[config.mk]
export PLATFORM = sky130hd
export DESIGN_NAME = divu_iter_flat
export DESIGN_NICKNAME = d
export VERILOG_FILES = /design/src/rtl/divu_pkg.sv /design/src/rtl/divu_if.sv /design/src/rtl/divu_step.sv /design/src/rtl/divu_iter.sv /design/src/flat_wrapper.sv
export SDC_FILE = /design/constraint.sdc
export NUM_CORES = 1
export LEC_CHECK = 0
export ABC_AREA = 0
export BUFFER_PORTS_ARGS = -buffer_cell sky130_fd_sc_hd__buf_2
export CAP_MARGIN = 40
export CORE_MARGIN = 4
export CORE_UTILIZATION = 37
export DETAILED_ROUTE_END_ITERATION = 6
export MAX_ROUTING_LAYER = met4
export PLACE_DENSITY = 0.66
export SLEW_MARGIN = 20
export SYNTH_ARGS = -nofsm -noshare
export SYNTH_HDL_FRONTEND = slang
export SYNTH_SLANG_ARGS = --single-unit
[constraint.sdc]
create_clock -name clk -period 6.6 [get_ports clk]
set_input_delay 0.99 -clock clk [delete_from_list [all_inputs] [get_ports clk]]
set_output_delay 0.99 -clock clk [all_outputs]
set_load 0.005 [all_outputs]
[src/rtl/divu_pkg.sv]
// Shared types and constants for the iterative unsigned divider.
package divu_pkg;
  localparam int DIVU_W     = 32;
  localparam int DIVU_CNT_W = $clog2(DIVU_W + 1);

  typedef enum logic [1:0] {DIVU_IDLE, DIVU_BUSY, DIVU_DONE} divu_state_t;
endpackage

[src/rtl/divu_if.sv]
// Start/busy/done handshake and operand/result bus of the iterative divider.
interface divu_if
  import divu_pkg::*;
#(
  parameter int WIDTH = DIVU_W
);
  logic             start;
  logic [WIDTH-1:0] a;
  logic [WIDTH-1:0] b;
  logic [WIDTH-1:0] q;
  logic [WIDTH-1:0] r;
  logic             busy;
  logic             done;
  logic             dz;

  modport master (output start, a, b, input q, r, busy, done, dz);
  modport slave  (input start, a, b, output q, r, busy, done, dz);
endinterface

[src/rtl/divu_step.sv]
// One combinational restoring shift-subtract step of the unsigned divider.
module divu_step
  import divu_pkg::*;
#(
  parameter int WIDTH = DIVU_W
) (
  input  logic [WIDTH-1:0] rem,
  input  logic [WIDTH-1:0] quo,
  input  logic [WIDTH-1:0] divisor,
  output logic [WIDTH-1:0] rem_next,
  output logic [WIDTH-1:0] quo_next
);
  logic [WIDTH:0]   w_shift;
  logic [WIDTH-1:0] w_diff;
  logic             w_ge;

  // The compare keeps the bit shifted out of rem; the low WIDTH bits of the
  // difference are exact because the true result is always below the divisor.
  assign w_shift  = {rem, quo[WIDTH-1]};
  assign w_ge     = (w_shift >= {1'b0, divisor});
  assign w_diff   = w_shift[WIDTH-1:0] - divisor;
  assign rem_next = w_ge ? w_diff : w_shift[WIDTH-1:0];
  assign quo_next = {quo[WIDTH-2:0], w_ge};
endmodule

[src/rtl/divu_iter.sv]
// Multi-cycle unsigned divider, one quotient bit per clock.
// Optional DIVU_ZERO_FAST_EN: a zero divisor finishes in one edge without entering BUSY.
module divu_iter
  import divu_pkg::*;
#(
  parameter int WIDTH = DIVU_W
) (
  input  logic   clk,
  input  logic   reset,
  divu_if.slave  bus
);
  localparam int CNT_W = $clog2(WIDTH + 1);

  divu_state_t      r_state;
  divu_state_t      w_state_next;
  logic [CNT_W-1:0] r_cnt;
  logic [WIDTH-1:0] r_rem;
  logic [WIDTH-1:0] r_quo;
  logic [WIDTH-1:0] r_div;
  logic [WIDTH-1:0] r_q;
  logic [WIDTH-1:0] r_r;
  logic             r_dz;
  logic [WIDTH-1:0] w_rem_next;
  logic [WIDTH-1:0] w_quo_next;
  logic             w_accept;
  logic             w_step;
  logic             w_finish;
`ifdef DIVU_ZERO_FAST_EN
  logic             w_fast;
`endif

  divu_step #(.WIDTH(WIDTH)) u_step (
    .rem      (r_rem),
    .quo      (r_quo),
    .divisor  (r_div),
    .rem_next (w_rem_next),
    .quo_next (w_quo_next)
  );

  always_comb begin
    w_state_next = r_state;
    w_accept     = 1'b0;
    w_step       = 1'b0;
    w_finish     = 1'b0;
`ifdef DIVU_ZERO_FAST_EN
    w_fast       = 1'b0;
`endif
    bus.busy     = (r_state == DIVU_BUSY);
    bus.done     = (r_state == DIVU_DONE);
    case (r_state)
      DIVU_BUSY: begin
        w_step = 1'b1;
        if (r_cnt == CNT_W'(1)) begin
          w_state_next = DIVU_DONE;
          w_finish     = 1'b1;
        end
      end
      DIVU_DONE: w_state_next = DIVU_IDLE;
      default:   w_state_next = DIVU_IDLE;
    endcase
    // DONE accepts a new start directly so back-to-back divides lose no cycle.
    if ((r_state != DIVU_BUSY) && bus.start) begin
      w_accept     = 1'b1;
      w_state_next = DIVU_BUSY;
`ifdef DIVU_ZERO_FAST_EN
      if (bus.b == '0) begin
        w_fast       = 1'b1;
        w_state_next = DIVU_DONE;
      end
`endif
    end
  end

  always_ff @(posedge clk or posedge reset) begin
    if (reset) begin
      r_state <= DIVU_IDLE;
      r_cnt   <= '0;
      r_rem   <= '0;
      r_quo   <= '0;
      r_div   <= '0;
      r_q     <= '0;
      r_r     <= '0;
      r_dz    <= 1'b0;
    end else begin
      r_state <= w_state_next;
      if (w_accept) begin
        r_rem <= '0;
        r_quo <= bus.a;
        r_div <= bus.b;
        r_cnt <= CNT_W'(WIDTH);
      end else if (w_step) begin
        r_rem <= w_rem_next;
        r_quo <= w_quo_next;
        r_cnt <= r_cnt - CNT_W'(1);
      end
      if (w_finish) begin
        r_q  <= w_quo_next;
        r_r  <= w_rem_next;
        r_dz <= (r_div == '0);
      end
`ifdef DIVU_ZERO_FAST_EN
      if (w_fast) begin
        r_q  <= '1;
        r_r  <= bus.a;
        r_dz <= 1'b1;
      end
`endif
    end
  end

  assign bus.q  = r_q;
  assign bus.r  = r_r;
  assign bus.dz = r_dz;
endmodule

[src/flat_wrapper.sv]
// flat-port wrapper written by rule: the top's interface ports become plain ports
module divu_iter_flat import divu_pkg::*;
#(
  parameter int WIDTH = DIVU_W
)
  (clk, reset, bus_start, bus_a, bus_b, bus_q, bus_r, bus_busy, bus_done, bus_dz);
  divu_if #(.WIDTH(WIDTH)) bus_i ();
  input  logic clk;
  input  logic reset;
  input wire logic [$bits(bus_i.start)-1:0] bus_start;
  input wire logic [$bits(bus_i.a)-1:0] bus_a;
  input wire logic [$bits(bus_i.b)-1:0] bus_b;
  output wire logic [$bits(bus_i.q)-1:0] bus_q;
  output wire logic [$bits(bus_i.r)-1:0] bus_r;
  output wire logic [$bits(bus_i.busy)-1:0] bus_busy;
  output wire logic [$bits(bus_i.done)-1:0] bus_done;
  output wire logic [$bits(bus_i.dz)-1:0] bus_dz;
  assign bus_i.start = bus_start;
  assign bus_i.a = bus_a;
  assign bus_i.b = bus_b;
  assign bus_q = bus_i.q;
  assign bus_r = bus_i.r;
  assign bus_busy = bus_i.busy;
  assign bus_done = bus_i.done;
  assign bus_dz = bus_i.dz;
  divu_iter #(.WIDTH(WIDTH)) u_core (.clk(clk), .reset(reset), .bus(bus_i));
endmodule
==> impl_metrics.tcl <==
set metrics [dict create \
    core_area_mm2 0.0235 \
    gp_congestion 0.845 \
    worst_pin_slew_ns 0.764 \
    clock_latency_ns 0.44 \
    drt-initial-drc-count 448 \
    powerDensity_mw_per_mm2 640 \
    grt.overflow.total 0 \
    pin_count 134 \
    cp.required_ns 6.92 \
    die-area_mm2 0.0266 \
    critPathKind "reg2reg" \
    gr-usage-all-layers_pct 17.1 \
    post_drt_wl_per_cell_um 15.8 \
    synthTopCellsByArea "dfrtp_1 47%, nand2_1 7.5%, mux2i_1 6.6%" \
    final_nets 1114 \
    reg2reg_to "u_core.bus.r[3]" \
    antenna_found_initial 2 \
    grt_pass1_wl_mm 35.7 \
    synth-seq-cells 169 \
    drv_cap 0 \
    vias 6760 \
    finalCritPeriodShare_pct 53.4 \
    cp-start-kind "flop" \
    hold_violations 0 \
    drc 0 \
    path_buf_inv 2 \
    p_leak_nw 5.25 \
    fin_skew_ns 0.0135 \
    syn_nets 996 \
    hold_buffers 0 \
    h-tree-depth 4 \
    relSlewSlack_pct 49.0 \
    portBuffers 133 \
    clock-sinks 169 \
    hold_path_class "reg2reg" \
    path_common_cell "and3_1" \
    fin_setup_tns_ns 0 \
    cts_inserted_buffers 17 \
    clk_pin_slew_ns 0.08 \
    start_util_pct 37.8 \
    placementRows 56 \
    syn_avg_cell_area_um2 9.96 \
    cp_slowest_cell "buf_4" \
    synth_area_mm2 0.00890 \
    synthMostInstantiatedCell "nand2_1" \
    crit_arrival_ns 3.85 \
    stdcell_count 1346 \
    critPathCapture "u_core.bus.r[3]" \
    startpoint "u_core.r_div[20]" \
    cts_root_buffer "clkbuf_16" \
    netlist.area_leader.share_pct 47.5 \
    first_global_vias 6902 \
    r2r_setup_slack_ns 3.07 \
    path_cells "inv_1 -> ha_1 -> and3_1 -> nand4_1 -> nor4_2 -> and3_1 -> a41o_1 -> nor3_4 -> a21bo_4 -> a31oi_4 -> buf_4 -> mux2_4 -> mux2_2" \
    cts_setup_buffers 0 \
    ff2ff_path_depth 13 \
    synthCells 894 \
    critical_path.endpoint_type "flop" \
    max_freq_ghz 0.284 \
    cts_tree "yes" \
    clk_path_buf_depth 2 \
    status "finished, final reports clean" \
    synth_edf_count 0 \
    cts_resized 0 \
    setup_viol_count_final 0 \
    async_flop_share_pct 100 \
    ys.flop_type "dfrtp_1" \
    critical_path.top_delay_family "simple AND/OR/NAND/NOR gates" \
    final_antenna_net_count 0 \
    fin_crit_ns 3.53 \
    synthTopCellsByCount "177 x nand2_1, 169 x dfrtp_1, 59 x mux2i_1" \
    timing.hold.ws_ns 0.474 \
    cp_max_fo 33 \
    area_growth_pct 18.2 \
    worst-path-stages 13 \
    drive_above_1_share_pct 23.2 \
    synth_warnings 0 \
    final.fill_count 2306 \
    total_power_w 0.00674 \
    slew_viol_final 0 \
    r2r_start "u_core.r_div[20]" \
    ys_types 69 \
    rsz0062_at_grt "no" \
    yosysSeqAreaShare_pct 47.5 \
    synth_top_area_cell "dfrtp_1" \
    vdd_drop_max_mv 0.235 \
    dp_cells 1312 \
    critical_path.max_stage_delay_ns 0.54 \
    grt_start_max_net_pins 67 \
    vias_per_cell 5.02 \
    drt_wl_total_mm 21.3 \
    dpl.hpwl_mm 15.0 \
    die_x_um 163 \
    first_pass_iters 5 \
    die_y_um 163 \
]
[power breakdown]
group	total [W]	switching (W)	internal, W
logic	0.00379	0.00215	0.00164
registers	0.00192	0.000358	0.00156
clock network	0.00102	0.000506	0.000518
total	0.00674	0.00301	0.00373
[per-stage QoR]
step	setup slack (ns)	cell area, um^2	util (%)
2_1_floorplan	1.03	8900	-
3_3_place_gp	3.20	9760	41.4
3_5_place_dp	3.11	9890	42.0
4_1_cts	3.09	10500	44.7
5_1_grt	2.89	10500	44.7
6_report	3.07	10500	44.7
[layer usage]
layer / up-vias / GRT usage (%) / share of wire (%)
met2: 135 / 25.7 / 46
li1: 3343 / - / -
met3: 20 / 3.99 / 4.5
met1: 3262 / 23.6 / 48
met4: 0 / 3.96 / 1.2
met5: - / - / 0
[layout make-up]
class	instances	area (um^2)	share of cell area (%)
multi-input combinational	637	4250	40.4
clock inverter	15	204	1.94
inverter	43	166	1.58
tap	319	399	3.79
sequential	169	4230	40.2
timing repair buffer	144	841	7.99
antenna	2	5.00	0.0476
clock buffer	17	425	4.04
[sequential cells by signal, summed over array words and instances (netlist names)]
signal and flops:
u_core.r_state 2, u_core.bus.dz 1, u_core.bus.q 32, u_core.r_cnt 6, u_core.bus.r 32, u_core.r_quo 32, u_core.r_div 32, u_core.r_rem 32
[worst min path at each step]
stage                                   to        startpoint  slack [ns]  cells past startpoint
after detailed placement   u_core.bus.q[7]   u_core.bus.q[7]        0.46                      2
after floorplan            u_core.r_cnt[5]   u_core.r_cnt[5]        0.44                      1
after CTS                  u_core.r_cnt[5]   u_core.r_cnt[5]        0.48                      1
after global placement     u_core.r_cnt[5]   u_core.r_cnt[5]        0.45                      1
after global routing      u_core.bus.q[20]  u_core.bus.q[20]        0.50                      2
final                     u_core.bus.q[20]  u_core.bus.q[20]        0.47                      2
[logic make-up (layout without fill, tap and decap cells)]
| group | Yosys count | after routing | synth area share (%) |
|---|---|---|---|
| buffers and inverters | 88 | 219 | 4.76 |
| XOR/XNOR | 28 | 28 | 2.75 |
| adder cells (fa/ha/maj) | 35 | 35 | 5.00 |
| AO/OA/AOI/OAI | 190 | 190 | 13.0 |
| AND/OR/NAND/NOR | 285 | 285 | 15.2 |
| other | 0 | 2 | 0 |
| flip-flops | 169 | 169 | 47.5 |
| multiplexers | 99 | 99 | 11.9 |
[cell usage in the layout, fill, tap and decap left out, types with 6 or more instances in the layout]
| master | n |
|---|---|
| clkinv_8 | 9 |
| dfrtp_1 | 169 |
| a21o_1 | 15 |
| o21ai_0 | 49 |
| nor2_1 | 19 |
| nand3_1 | 11 |
| xnor2_1 | 15 |
| nand2_1 | 177 |
| clkbuf_16 | 17 |
| ha_1 | 34 |
| inv_1 | 40 |
| and3_1 | 6 |
| nand3b_1 | 29 |
| mux2i_1 | 59 |
| nand4_1 | 6 |
| o21ai_1 | 55 |
| a21oi_1 | 32 |
| buf_4 | 6 |
| buf_2 | 133 |
| nor4_1 | 10 |
| mux2_2 | 36 |
| xor2_1 | 13 |
[worst min-delay path, stage by stage (launching register included)]
cell and delay, ns:
dfrtp_1 0.34, nand2_1 0.05, nand2_1 0.05
(Power assumes the default switching activity.)
